## src/rtl/gate_arbiter.sv

```systemverilog
// rtl/gate_arbiter.sv - round-robin arbiter granting four requesters a registered bitwise op
module gate_arbiter #(
    parameter int WIDTH = 8
) (
    input  logic                 clk,
    input  logic                 rst_n,
    input  logic [3:0]           req,
    input  logic [7:0]           op_flat,
    input  logic [4*WIDTH-1:0]   a_flat,
    input  logic [4*WIDTH-1:0]   b_flat,
    output logic [3:0]           gnt,
    output logic                 busy,
    output logic [WIDTH-1:0]     res,
    output logic                 res_valid,
    output logic [1:0]           res_id
);

    typedef enum logic [1:0] {IDLE, EXEC, RESP} state_t;

    state_t             state;
    state_t             state_next;
    logic [1:0]         ptr;
    logic [1:0]         idx;
    logic [1:0]         sel;
    logic [1:0]         cand;
    logic               found;
    logic [1:0]         op_l;
    logic [WIDTH-1:0]   a_l;
    logic [WIDTH-1:0]   b_l;
    logic [WIDTH-1:0]   op_res;

    // Walk downward so the requester closest above ptr overwrites the others.
    always_comb begin
        sel   = ptr;
        cand  = ptr;
        found = 1'b0;
        for (int k = 3; k >= 0; k--) begin
            cand = ptr + 2'(k);
            if (req[cand]) begin
                sel   = cand;
                found = 1'b1;
            end
        end
    end

    always_comb begin
        state_next = state;
        case (state)
            IDLE:    if (found) state_next = EXEC;
            EXEC:    state_next = RESP;
            RESP:    state_next = IDLE;
            default: state_next = IDLE;
        endcase
    end

    always_comb begin
        op_res = '0;
        case (op_l)
            2'b00:   op_res = a_l | b_l;
            2'b01:   op_res = a_l & b_l;
            2'b10:   op_res = a_l ^ b_l;
            default: op_res = ~(a_l | b_l);
        endcase
    end

    always_ff @(posedge clk) begin
        if (!rst_n) begin
            state <= IDLE;
        end else begin
            state <= state_next;
        end
    end

    // Operands are captured at the grant edge so later input changes cannot disturb the op.
    always_ff @(posedge clk) begin
        if (!rst_n) begin
            ptr       <= 2'd0;
            idx       <= 2'd0;
            gnt       <= 4'd0;
            op_l      <= 2'd0;
            a_l       <= '0;
            b_l       <= '0;
            res       <= '0;
            res_valid <= 1'b0;
            res_id    <= 2'd0;
        end else begin
            res_valid <= 1'b0;
            case (state)
                IDLE: begin
                    if (found) begin
                        gnt  <= 4'b0001 << sel;
                        idx  <= sel;
                        op_l <= op_flat[{sel, 1'b0} +: 2];
                        a_l  <= a_flat[int'(sel)*WIDTH +: WIDTH];
                        b_l  <= b_flat[int'(sel)*WIDTH +: WIDTH];
                    end
                end
                EXEC: begin
                    res <= op_res;
                end
                RESP: begin
                    res_valid <= 1'b1;
                    res_id    <= idx;
                    ptr       <= idx + 2'd1;
                    gnt       <= 4'd0;
                end
                default: ;
            endcase
        end
    end

    assign busy = (state != IDLE);

endmodule

```

## config.mk

```make
export PLATFORM = sky130hd
export DESIGN_NAME = gate_arbiter
export DESIGN_NICKNAME = d
export VERILOG_FILES = /design/src/rtl/gate_arbiter.sv
export SDC_FILE = /design/constraint.sdc
export NUM_CORES = 1
export LEC_CHECK = 0
export ABC_AREA = 1
export CAP_MARGIN = 10
export CORE_MARGIN = 2
export CORE_UTILIZATION = 41
export CTS_CLUSTER_SIZE = 12
export DETAILED_ROUTE_END_ITERATION = 8
export PLACE_DENSITY = 0.77
export SLEW_MARGIN = 20
export SYNTH_ARGS = -nofsm -noshare
export SYNTH_HDL_FRONTEND = slang
export SYNTH_SLANG_ARGS = --single-unit
```

## constraint.sdc

```tcl
create_clock -name clk -period 1.6 [get_ports clk]
set_input_delay 0.32 -clock clk [delete_from_list [all_inputs] [get_ports clk]]
set_output_delay 0.32 -clock clk [all_outputs]
set_load 0.03 [all_outputs]
```

## Yosys cells after proc, flatten, opt, wreduce, memory -nomap -nowiden

Index checks and enable logic that the tools add are counted.

| word-level totals | value |
|---|---|
| register bits after elaboration | 39 |
| output and inout port bits | 16 |
| input bits | 78 |

| cells by class | value |
|---|---|
| equality and inequality tests | 5 |
| add/subtract/negate cells | 4 |
| order comparisons | 4 |
| bitwise logic cells | 4 |
| shift-type cells | 4 |
| multiplexer cells | 22 |
| reduce and logical (&&, ||, !) cells | 6 |

Operator list:

| operator | count |
|---|---|
| 32-bit by 6-bit indexed part select with 8-bit output | 2 |
| 8-bit one-hot mux with 3 select lines | 1 |
| 2-bit by 3-bit less-than comparator with 1-bit output (second input constant) | 4 |
| 2-bit 2-to-1 mux | 5 |
| 1-bit 2-to-1 mux | 9 |
| 8-bit AND | 1 |
| 1-bit binary-select mux with 2-bit select | 4 |
| 8-bit NOT | 1 |
| 8-bit bitwise OR | 1 |
| 4-bit one-hot mux with 2 select lines | 1 |
| 8-bit by 4-bit indexed part select with 2-bit output | 1 |
| 8-bit XOR | 1 |
| 2-bit by 1-bit adder with 2-bit output (second input constant) | 2 |
| 2-bit adder (second input constant) | 2 |
| 2-bit by 1-bit equality test with 1-bit output (second input constant) | 2 |
| 2-bit equality test (second input constant) | 2 |
| 2-bit logical NOT | 2 |
| 4-bit 2-to-1 mux | 1 |
| 2-bit one-hot mux with 2 select lines | 1 |
| 2-bit AND reduction | 2 |
| 2-bit nonzero test | 2 |
| 1-bit by 2-bit << shifter with 4-bit output (first input constant) | 1 |
| 2-bit != test (second input constant) | 1 |

## Depth between registers and ports, before layout

Gate-level depths: netlist (run 1).

| depth | value |
|---|---|
| depth in word-level cells | 10 |
| depth in mapped cells | 17 |
| mapped depth without buffers | 14 |

## Worst setup path before layout (run 1)

OpenSTA, ideal clock, no wires.

| path | value |
|---|---|
| kind | reg2reg |
| start point | reg ptr[0] |
| end point | reg a_l[0] |
| slack | -0.117 ns |
| path buffers | 3 |
| clock period less this slack | 1.717 ns |
| arrival | 1.588 ns |
| required time | 1.472 ns |
| stages on the path, launching flop included | 18 |
| setup time | 0.128 ns |
| cells stage by stage | dfxtp_1 -> buf_6 -> inv_6 -> nand2_1 -> nand2_1 -> nand2_1 -> nand2_1 -> inv_2 -> nand2_4 -> nand3_2 -> nand2_4 -> nand2_2 -> buf_6 -> buf_6 -> nand2_1 -> nand3_1 -> nand2_1 -> a21oi_1 |

| between the ends | value |
|---|---|
| cells in the longest elaborated chain, start to end | 8 |
| elaborated cells between the ends (all ways) | 21 |

Ends and longest elaborated chain:

| what | line | text |
|---|---|---|
| from (decl) | 22 | `logic [1:0] ptr;` |
| from (signal assigned) | 104 | `ptr <= idx + 2'd1;` |
| 2-bit adder | 38 | `cand = ptr + 2'(k);` |
| 1-bit binary-select mux with 2-bit select | 39 | `if (req[cand]) begin` |
| 1-bit 2-to-1 mux (implied by the code) | 39 |  |
| 2-bit 2-to-1 mux / 1-bit 2-to-1 mux (equally long branches) (4 in a row) | 39 |  |
| 32-bit by 6-bit indexed part select with 8-bit output / 2-bit AND reduction (equally long branches) | - |  |
| to (signal assigned) | 94 | `a_l <= a_flat[int'(sel)*WIDTH +: WIDTH];` |
| to (decl) | 28 | `logic [WIDTH-1:0] a_l;` |

Several ways; a longest one is shown, not always the timed one. The select of a mux whose other input is x is not followed.
A chain may end at the register's enable or synchronous reset.

## Worst setup path in the final report (run 1)

| path | value |
|---|---|
| start point | reg ptr[0] |
| end point | reg b_l[4] |

| between the ends | value |
|---|---|
| cells in the longest elaborated chain, start to end | 8 |
| elaborated cells between the ends (all ways) | 21 |

Ends and longest elaborated chain:

| what | line | text |
|---|---|---|
| 2-bit adder | 38 |  |
| 1-bit binary-select mux with 2-bit select | 39 |  |
| 1-bit 2-to-1 mux (implied by the code) | 39 |  |
| 2-bit 2-to-1 mux / 1-bit 2-to-1 mux (equally long branches) (4 in a row) | 39 |  |
| 32-bit by 6-bit indexed part select with 8-bit output / 2-bit AND reduction (equally long branches) | - |  |
| to (signal assigned) | 95 | `b_l <= b_flat[int'(sel)*WIDTH +: WIDTH];` |
| to (decl) | 29 | `logic [WIDTH-1:0] b_l;` |

Several ways; a longest one is shown, not always the timed one. The select of a mux whose other input is x is not followed.

==> results of run 1 <==
routing by layer:
metal | vias up | track usage, %
li1 | 1571 | -
met2 | 144 | 39.6
met5 | - | 0
met4 | 0 | 7.18
met3 | 17 | 3.66
met1 | 1426 | 30.5
Yosys cell counts:
library cell	n
o21ai_0	35
inv_6	1
inv_1	32
nand3_1	89
nand3_2	2
nand2_1	106
nor2_2	1
o211ai_1	2
o21a_1	1
nor2_1	6
a21oi_1	29
clkinv_1	1
nand2_4	2
o211a_1	1
clkbuf_1	12
nor3_2	1
buf_2	9
inv_2	2
dfxtp_1	39
buf_6	3
o21ai_1	1
nor3_1	2
a31oi_1	4
ha_1	16
nand2_2	1
nand4_4	1
a41oi_1	4
per-stage QoR:
| step | power, mW | hold WS [ns] | cell area [um2] |
|---|---|---|---|
| after floorplan | 3.20 | 0.423 | 2630 |
| after global placement | 4.13 | 0.434 | 3790 |
| after detailed placement | 4.19 | 0.440 | 3790 |
| after CTS | 5.41 | 0.452 | 4130 |
| after global routing | 6.09 | 0.470 | 4270 |
| final | 5.68 | 0.449 | 4270 |
worst paths after layout:
check / to / slack, ns / cells after the start
max: b_l[4] / -0.26 / 9
min: state[1] / 0.45 / 1
max reg2reg: b_l[4] / -0.26 / 9
min reg2reg: state[1] / 0.45 / 1
sequential cells by signal, summed over array words and instances, names as in the netlist:
register,count
state,2
res,8
ptr,2
res_valid,1
a_l,8
res_id,2
gnt,4
idx,2
op_l,2
b_l,8
layout make-up:
type	count	area (um2)
clock buffer	5	68.8
clock inverter	3	67.6
fill	503	2010
inverter	36	148
multi-input combinational	304	1840
sequential	39	788
tap	77	96.3
timing repair buffer	122	1260
where the power goes:
group	internal, mW	switching [mW]
sequential	1.22	0.218
clock	0.622	0.360
combinational	1.41	1.84
cells by family after synthesis:
| family | after synthesis | synth area share (%) |
|---|---|---|
| AND/OR/NAND/NOR | 211 | 36.7 |
| buffers and inverters | 60 | 10.1 |
| AO/OA/AOI/OAI | 77 | 15.9 |
| flip-flops | 39 | 29.7 |
| adder cells (fa/ha/maj) | 16 | 7.63 |
timing repair:
action | CTS | global route
pin swaps | 14 | 12
endpoints found under the hold margin | 0 | 0
resized for setup | 70 | 40
cloned | 2 | 1
setup buffers | 2 | 2
endpoints found under the setup margin | 39 | 25
cell usage in the layout (no fill, tap or decap), types with 5 or more instances in the layout:
cell type and n:
a21oi_1 24, a21oi_2 5, buf_12 6, buf_4 16, buf_6 5, clkbuf_8 5, clkdlybuf4s50_1 73, dfxtp_1 37
dlygate4sd2_1 19, ha_1 16, inv_1 28, nand2_1 80, nand2_2 19, nand2_4 8, nand3_1 73, nand3_2 16
nor2_1 5, o21ai_0 26, o21ai_1 9
==> key figures, run 1 <==
Place
  • RD Place Congestion: 0.860
  • Pre-CTS setup slack: -0.549 ns
  • Port Buf Inserts: 93
  • Dpl hpwl: 5.78 mm
  • Placed cells: 573

Timing
  • Final setup violation count: 24
  • Highest clock rate: 538 MHz
  • Hold Violations, Final: 0
  • Final period util: 116%
  • Final min period: 1.86 ns
  • Max_slew headroom: 73.4%
  • Unrepaired setup endpoints after global routing: true
  • Final Max Slew Viols: 0
  • Worst slew pin tran: 0.399 ns
  • Final worst slack: -0.259 ns
  • Skew final: 0.00519 ns
  • Total negative slack: -4.92 ns

Yosys
  • Synth Area per Inst: 6.51 um2
  • Yosys cell types: 27
  • Cell taking the most area after synthesis: dfxtp_1
  • Sequential fraction of the synthesis area: 29.7%
  • #FFs+latches synth: 39
  • Syn Inst Count: 403
  • Ys Warns: 0
  • Share of the synthesized area in the top cell type: 29.7%
  • Post-Syn Area: 2630 um2
  • Synth Net Count: 497
  • Top cells by area, synth: dfxtp_1 30%, nand3_1 17%, nand2_1 15%

Min path
  • Hold Path Origin: state[1]
  • HP Class: reg2reg

Floorplanning
  • DIE AREA: 7060 um2
  • Core area: 6280 um2
  • I/O pins: 94
  • Floorplan row count: 29
  • Die height: 84.0 um
  • Initial Utilization: 41.8%
  • Die X: 84.0 um

Power and ir drop
  • Static leakage: 1.92 nW
  • Peak VDD IR: 0.000880 V
  • P per Cell Area: 1330 nW/um2

Cells and area
  • N_diodes: 0
  • Area grow syn2layout: 62.5%
  • Final cell count without fillers: 586
  • Post-layout util: 68.0%
  • Final #Nets: 602
  • Layout cells sized above 1: 20.2%

CTS
  • CTS Sinks: 39
  • Clock slew at reported path FFs: 0.08 ns
  • CTS Buf Count: 5
  • Root buffer cell: clkbuf_8
  • Clock H-tree levels: 2
  • Post-CTS Hold Buffers: 0
  • CTS tree: built
  • Worst-Skew Late Latency: 0.29 ns
  • Clk buf depth: 2

Worst setup path
  • CP arrival: 2.04 ns
  • Worst setup startpoint: ptr[0]
  • WP data required: 1.78 ns
  • CP Capture Type: register
  • Critical Path Fanout Max: 38
  • Kind of critical path: reg2reg
  • CP cell instances: nand2_1 > nand3_2 > nand2_2 > buf_4 > nor3_4 > nor2_4 > buf_12 > o21ai_0 > a21oi_2
  • Largest stage delay on the critical path: 0.45 ns
  • Slowest cell on crit path: dfxtp_4
  • Crit path buf inv count: 2
  • Crit start category: register
  • Top delay family on crit path: simple AND/OR/NAND/NOR gates
  • R2R Path Start: ptr[0]

Drt
  • Met3 WL: 567 um
  • Met2 WL: 4.09 mm
  • DR vias: 3,158
  • Initial DRC Count: 156
  • Post-route DRC: 0
  • First-pass DRT Iterations: 5
  • Detailed Route WL: 8.51 mm
  • WL/cell: 14.5 um
  • Final antenna-violating net count: 0
  • Post-Route M1 WL: 3.67 mm
  • Max layer used: met4
  • Vias per cell: 5.39

Global route
  • Antenna violations before repair: 0
  • Global-route wire length before repair: 13.9 mm
  • Vias in the first global route: 3,140
  • Pin count of the biggest net entering global routing: 39
  • Total GRT Usage: 23.3%
  • Grt ovf: 0

Status
  • Status: complete, but fails checks
  • Failing checks: setup timing

Run
  • Max cap viols: 0
Power figures use the tool's default switching activity.
==> inputs of run 2 (changes only) <==
--- a/config.mk
+++ b/config.mk
@@ -7,11 +7,13 @@
 export LEC_CHECK = 0
 export ABC_AREA = 1
 export CAP_MARGIN = 10
+export CELL_PAD_IN_SITES_DETAIL_PLACEMENT = 1
+export CELL_PAD_IN_SITES_GLOBAL_PLACEMENT = 2
 export CORE_MARGIN = 2
-export CORE_UTILIZATION = 41
+export CORE_UTILIZATION = 21
 export CTS_CLUSTER_SIZE = 12
 export DETAILED_ROUTE_END_ITERATION = 8
-export PLACE_DENSITY = 0.77
+export PLACE_DENSITY_LB_ADDON = 0.1
 export SLEW_MARGIN = 20
 export SYNTH_ARGS = -nofsm -noshare
 export SYNTH_HDL_FRONTEND = slang
==> run 2 against run 1 <==
The run still ends with setup timing left. Flip-flop and latch count unchanged. Power is 13% higher. Routed wire length is 25% higher. Cell count is 17% higher. Sequential share of layout area down 2.0 points. Non-clock buffer count is 9 higher. Largest cell class unchanged. Largest power group unchanged.
==> key figures, run 2 (synthesized netlist as in run 1, its figures left out) <==
Timing
  • Final min period: 1.89 ns (was 1.86 ns)
  • Unrepaired setup endpoints after global routing: true (unchanged)
  • Final period util: 118% (was 116%)
  • Final worst slack: -0.291 ns (was -0.259 ns)
  • Final Max Slew Viols: 0 (unchanged)
  • Final setup violation count: 24 (unchanged)
  • Hold Violations, Final: 0 (unchanged)
  • Total negative slack: -5.68 ns (was -4.92 ns)
  • Worst slew pin tran: 0.316 ns (was 0.399 ns)
  • Max_slew headroom: 78.9% (was 73.4%)
  • Skew final: 0.00202 ns (was 0.00519 ns)
  • Highest clock rate: 529 MHz (was 538 MHz)

Global route
  • Pin count of the biggest net entering global routing: 45 (was 39)
  • Total GRT Usage: 15.1% (was 23.3%)
  • Antenna violations before repair: 0 (unchanged)
  • Vias in the first global route: 3,151 (was 3,140)
  • Global-route wire length before repair: 16.0 mm (was 13.9 mm)
  • Grt ovf: 0 (unchanged)

CTS
  • Post-CTS Hold Buffers: 0 (unchanged)
  • Clk buf depth: 2 (unchanged)
  • Root buffer cell: clkbuf_16 (was clkbuf_8)
  • CTS Sinks: 39 (unchanged)
  • Clock slew at reported path FFs: 0.06 ns (was 0.08 ns)
  • Clock H-tree levels: 2 (unchanged)
  • Worst-Skew Late Latency: 0.28 ns (was 0.29 ns)
  • CTS tree: built (unchanged)
  • CTS Buf Count: 5 (unchanged)

Worst setup path
  • FF-to-FF path depth: 12 (was 9)
  • WP data required: 1.76 ns (was 1.78 ns)
  • R2R Path Start: ptr[0] (unchanged)
  • Reg-to-reg endpoint: b_l[3] (was b_l[4])
  • CP arrival: 2.05 ns (was 2.04 ns)
  • Critical Path Fanout Max: 22 (was 38)
  • Reg2reg setup slack: -0.29 ns (was -0.26 ns)
  • Crit start category: register (unchanged)
  • Kind of critical path: reg2reg (unchanged)
  • CP Capture Type: register (unchanged)

Place
  • Dpl hpwl: 7.60 mm (was 5.78 mm)
  • Port Buf Inserts: 93 (unchanged)
  • RD Place Congestion: 0.810 (was 0.860)

Cells and area
  • N_diodes: 0 (unchanged)
  • Register area: 788 um2 (unchanged)
  • Multi-input gate area: 2030 um2 (was 1840 um2)
  • Most frequent cells in the layout: 74 x clkdlybuf4s50_1, 59 x nand2_1, 57 x nand3_1, 37 x dfxtp_1, 35 x nand2_2 (was 80 x nand2_1, 73 x nand3_1, 73 x clkdlybuf4s50_1, 37 x dfxtp_1, 28 x inv_1)
  • Commonest non-fill, non-tap cell in the layout: clkdlybuf4s50_1 (was nand2_1)
  • Final #Nets: 611 (was 602)
  • Post-layout util: 39.5% (was 68.0%)
  • Area grow syn2layout: 82.0% (was 62.5%)
  • Biggest regs: a_l (8), b_l (8), res (8) (unchanged)
  • Layout cells sized above 1: 30.5% (was 20.2%)
  • # fillers: 1,480 (was 503)

Drt
  • DR vias: 3,152 (was 3,158)
  • Post-route DRC: 0 (unchanged)
  • Vias per cell: 4.59 (was 5.39)
  • Initial DRC Count: 87 (was 156)
  • First-pass DRT Iterations: 4 (was 5)
  • Detailed Route WL: 10.6 mm (was 8.51 mm)
  • Final antenna-violating net count: 0 (unchanged)
  • WL/cell: 15.5 um (was 14.5 um)

Run
  • Max cap viols: 0 (unchanged)

Power and ir drop
  • Peak VDD IR: 0.000544 V (was 0.000880 V)
  • P per Cell Area: 1350 nW/um2 (was 1330 nW/um2)
  • Static leakage: 2.16 nW (was 1.92 nW)

Floorplanning
  • Die height: 116 um (was 84.0 um)
  • DIE AREA: 13,400 um2 (was 7060 um2)
  • Die X: 116 um (was 84.0 um)
  • Core area: 12,100 um2 (was 6280 um2)
  • I/O pins: 94 (unchanged)
  • Floorplan row count: 40 (was 29)
  • Initial Utilization: 21.7% (was 41.8%)

Status
  • Status: complete, but fails checks (unchanged)
  • Failing checks: setup timing (unchanged)

Min path
  • HP Class: reg2reg (unchanged)
  • Worst hold path endpoint: state[1] (unchanged)
  • Worst hold path depth: 1 (unchanged)
  • Hold Path Origin: state[1] (unchanged)
[run 2: power breakdown]
part / switching (mW) / internal (mW) / total [mW]
Combinational: 2.17 / 1.78 / 3.95
Sequential: 0.219 / 1.23 / 1.45
Clock: 0.386 / 0.664 / 1.05
Total: 2.77 / 3.67 / 6.44
[run 2: worst max path at each step]
stage / from / endpoint
after global routing: ptr[0] / b_l[3]
after global placement: req[3] / b_l[0]
after CTS: req[0] / b_l[3]
after floorplan: ptr[0] / a_l[0]
after detailed placement: req[0] / b_l[3]
final: ptr[0] / b_l[3]
[run 2: through the flow]
stage | instance area [um2] | total power, mW | cells | worst slack (ns) | hold WS (ns)
5_1_grt | 4780 | 6.96 | 686 | -0.370 | 0.471
3_3_place_gp | 3910 | 4.34 | 664 | -0.570 | 0.437
6_report | 4780 | 6.44 | 686 | -0.291 | 0.454
3_5_place_dp | 3910 | 4.37 | 664 | -0.587 | 0.448
4_1_cts | 4160 | 5.60 | 674 | -0.233 | 0.457
2_1_floorplan | 2630 | 3.20 | 403 | -0.0989 | 0.423
[run 2: final cells by class]
cell class,count,area share (%)
Timing Repair Buffer,131,30.2
Tap cell,168,4.40
Inverter,36,3.19
Multi-Input combinational cell,304,42.4
Clock buffer,8,3.27
Sequential cell,39,16.5
[run 2: timing repair]
action                     CTS  global route
pin swaps                    1            40
gates cloned                 1             8
setup endpoints to repair   33            31
gates resized for setup     36           119
buffers inserted             1             6
[run 2: worst max-delay path: stages (launching register included)]
cell and delay, ns:
dfxtp_4 0.43, clkinv_8 0.11, nand2_4 0.08, nand2_4 0.06, nand2_4 0.09, nand2_2 0.06, inv_2 0.06, nand2_4 0.08
nor3_4 0.21, nor2_4 0.11, buf_12 0.17, o21ai_0 0.23, a21oi_2 0.05
[run 2: per-layer routing]
metal  track usage [%]  vias to the layer above  part of all wire, %
li1                  -                     1590                    -
met1              21.5                     1477                   49
met2              22.9                       80                   45
met3              4.03                        5                  5.3
met4              3.65                        0                 0.92
met5                 0                        -                    0
==> inputs of run 3 (changes only) <==
--- a/config.mk
+++ b/config.mk
@@ -11,8 +11,10 @@
 export CELL_PAD_IN_SITES_GLOBAL_PLACEMENT = 2
 export CORE_MARGIN = 2
 export CORE_UTILIZATION = 21
+export CTS_BUF_LIST = sky130_fd_sc_hd__clkbuf_8
 export CTS_CLUSTER_SIZE = 12
 export DETAILED_ROUTE_END_ITERATION = 8
+export GPL_TIMING_DRIVEN = 0
 export PLACE_DENSITY_LB_ADDON = 0.1
 export SLEW_MARGIN = 20
 export SYNTH_ARGS = -nofsm -noshare
==> run 3 against run 2 <==
Non-clock buffer count is 1 higher. Count of clock-buffer cells in the layout decreased by 2. Combinational power is 13% lower. Worst hold slack gained 0.0011 ns. Die area did not move. Largest power group unchanged. The flow still finishes with violations (setup timing). Critical endpoint is now a_l[3]. Cell area down 7.4%. Fmax fell by 1.6%.
==> key figures, run 3 (synthesized netlist as in run 1, its figures left out) <==
Status
  • Status: complete, but fails checks (unchanged)
  • Failing checks: setup timing (unchanged)

Worst setup path
  • CP cell instances: inv_4 > nand2_2 > nand2_4 > nand2_4 > nand2_2 > inv_2 > nand2_4 > nand4_4 > nand2_4 > buf_8 > clkbuf_16 > nand2_2 > nand3_2 > nand2_2 > a21oi_2 (was clkinv_8 > nand2_4 > nand2_4 > nand2_4 > nand2_2 > inv_2 > nand2_4 > nor3_4 > nor2_4 > buf_12 > o21ai_0 > a21oi_2)
  • FF-to-FF path depth: 15 (was 12)
  • Reg2reg setup slack: -0.32 ns (was -0.29 ns)
  • WP data required: 1.84 ns (was 1.76 ns)
  • Slowest cell on crit path: dfxtp_4 (unchanged)
  • Worst path depth: 15 (was 12)
  • Top delay family on crit path: simple AND/OR/NAND/NOR gates (unchanged)
  • Kind of critical path: reg2reg (unchanged)
  • CP Capture Type: register (unchanged)
  • CP arrival: 2.16 ns (was 2.05 ns)
  • Reg-to-reg endpoint: a_l[3] (was b_l[3])
  • CP Capture Point: a_l[3] (was b_l[3])
  • R2R Path Start: ptr[1] (was ptr[0])
  • Largest stage delay on the critical path: 0.39 ns (was 0.43 ns)
  • Crit path buf inv count: 4 (was 3)
  • Critical Path Fanout Max: 6 (was 22)
  • Crit start category: register (unchanged)
  • Worst setup startpoint: ptr[1] (was ptr[0])

Cells and area
  • N_diodes: 0 (unchanged)
  • Layout cells sized above 1: 24.9% (was 30.5%)
  • Biggest regs: a_l (8), b_l (8), res (8) (unchanged)
  • Multi-input gate area: 1890 um2 (was 2030 um2)
  • Final #Nets: 612 (was 611)
  • Most frequent cells in the layout: 73 x nand3_1, 73 x clkdlybuf4s50_1, 71 x nand2_1, 37 x dfxtp_1, 32 x o21ai_0 (was 74 x clkdlybuf4s50_1, 59 x nand2_1, 57 x nand3_1, 37 x dfxtp_1, 35 x nand2_2)
  • Area grow syn2layout: 68.6% (was 82.0%)
  • # fillers: 1,518 (was 1,480)
  • Register area: 788 um2 (unchanged)
  • Post-layout util: 36.5% (was 39.5%)

Min path
  • HP Class: reg2reg (unchanged)

CTS
  • Clock H-tree levels: 2 (unchanged)
  • Worst-Skew Late Latency: 0.29 ns (was 0.28 ns)
  • Clock slew at reported path FFs: 0.08 ns (was 0.06 ns)
  • CTS tree: built (unchanged)
  • Clk buf depth: 2 (unchanged)
  • Post-CTS Hold Buffers: 0 (unchanged)
  • Root buffer cell: clkbuf_8 (was clkbuf_16)
  • CTS Sinks: 39 (unchanged)
  • CTS Buf Count: 5 (unchanged)

Timing
  • Skew final: 0.00173 ns (was 0.00202 ns)
  • Final min period: 1.92 ns (was 1.89 ns)
  • Final worst slack: -0.322 ns (was -0.291 ns)
  • Final period util: 120% (was 118%)
  • Worst slew pin tran: 0.403 ns (was 0.316 ns)
  • Final Max Slew Viols: 0 (unchanged)
  • Highest clock rate: 520 MHz (was 529 MHz)
  • Final setup violation count: 24 (unchanged)
  • Unrepaired setup endpoints after global routing: true (unchanged)
  • Min Hold Slack: 0.456 ns (was 0.454 ns)
  • Hold Violations, Final: 0 (unchanged)
  • Max_slew headroom: 73.1% (was 78.9%)
  • Total negative slack: -5.79 ns (was -5.68 ns)

Drt
  • Post-Route M1 WL: 4.96 mm (was 5.19 mm)
  • Met3 WL: 515 um (was 561 um)
  • DR vias: 3,055 (was 3,152)
  • Final antenna-violating net count: 0 (unchanged)
  • First-pass DRT Iterations: 4 (unchanged)
  • Initial DRC Count: 96 (was 87)
  • WL/cell: 14.9 um (was 15.5 um)
  • Met2 WL: 4.64 mm (was 4.79 mm)
  • Post-route DRC: 0 (unchanged)
  • Max layer used: met4 (unchanged)
  • Vias per cell: 4.45 (was 4.59)
  • Detailed Route WL: 10.2 mm (was 10.6 mm)

Floorplanning
  • Core area: 12,100 um2 (unchanged)
  • Die height: 116 um (unchanged)
  • DIE AREA: 13,400 um2 (unchanged)
  • Die X: 116 um (unchanged)
  • Floorplan row count: 40 (unchanged)
  • I/O pins: 94 (unchanged)
  • Initial Utilization: 21.7% (unchanged)

Run
  • Max cap viols: 0 (unchanged)

Global route
  • Total GRT Usage: 15.7% (was 15.1%)
  • Vias in the first global route: 3,092 (was 3,151)
  • Antenna violations before repair: 0 (unchanged)
  • Grt ovf: 0 (unchanged)
  • Pin count of the biggest net entering global routing: 13 (was 45)
  • Global-route wire length before repair: 16.4 mm (was 16.0 mm)

Place
  • Port Buf Inserts: 93 (unchanged)
  • Pre-CTS setup slack: -0.870 ns (was -0.587 ns)
  • RD Place Congestion: 0.742 (was 0.810)
  • Dpl hpwl: 8.01 mm (was 7.60 mm)

Power and ir drop
  • Design Power: 5.74 mW (was 6.44 mW)
  • Peak VDD IR: 0.000345 V (was 0.000544 V)
  • P per Cell Area: 1300 nW/um2 (was 1350 nW/um2)
  • Static leakage: 1.97 nW (was 2.16 nW)
==> run 3: cell types whose count changed in the layout (fill, tap and decap cells not counted), moves of 4 or more <==
cell / change
buf_4: -6
clkbuf_16: -9
nand2_2: -10
nand3_1: +16
nand2_1: +12
dlymetal6s2s_1: -6
dlygate4sd2_1: +7
clkbuf_2: +4
o21ai_1: -7
buf_12: -6
nand3_2: -16
o21ai_0: +6
clkbuf_8: +5
==> run 3: what timing repair did <==
item	in CTS	in global routing
pin swaps	8	25
gates cloned	1	3
endpoints found under the setup margin	41	33
buffers inserted	10	4
gates resized for setup	79	77
==> run 3: worst min path at each step <==
stage          depth (start not counted)  slack [ns]  endpoint      from
2_1_floorplan                          1        0.42  state[1]  state[1]
3_3_place_gp                           1        0.44  state[1]  state[1]
3_5_place_dp                           1        0.45  state[1]  state[1]
4_1_cts                                1        0.46  state[1]  state[1]
5_1_grt                                2        0.48    gnt[0]    gnt[0]
6_report                               2        0.46    gnt[0]    gnt[0]
==> run 3: worst reg2reg max path, cell delays in order (launching register included) <==
cell       delay, ns
dfxtp_4         0.39
inv_4           0.11
nand2_2         0.07
nand2_4         0.10
nand2_4         0.06
nand2_2         0.08
inv_2           0.04
nand2_4         0.10
nand4_4         0.17
nand2_4         0.17
buf_8           0.13
clkbuf_16       0.14
nand2_2         0.05
nand3_2         0.06
nand2_2         0.08
a21oi_2         0.12
==> run 3: cell type report <==
class | instances | share of cell area (%)
flip-flops and latches | 39 | 17.8
plain buffers | 22 | 4.13
well taps | 168 | 4.75
multi-input cells | 304 | 42.7
clock buffers | 6 | 1.87
clock inverters | 2 | 0.792
repair buffers | 110 | 24.7
inverters | 36 | 3.28
==> run 3: through the flow <==
stage	instance area [um2]	std cells
CTS	4130	683
global placement	3770	664
finish	4430	687
floorplan	2630	403
global route	4430	687
detailed placement	3770	664
==> run 3: report_power, final <==
part	total [mW]	switching [mW]	leakage, nW	internal [mW]
clock	0.863	0.358	0.0612	0.505
sequential	1.43	0.207	0.324	1.22
combinational	3.45	1.99	1.59	1.46
total	5.74	2.55	1.97	3.19
==> run 3: layer usage <==
layer | track usage, % | vias to the layer above
li1 | - | 1590
met1 | 21.6 | 1392
met2 | 24.8 | 67
met3 | 3.87 | 6
met4 | 3.57 | 0
met5 | 0 | -
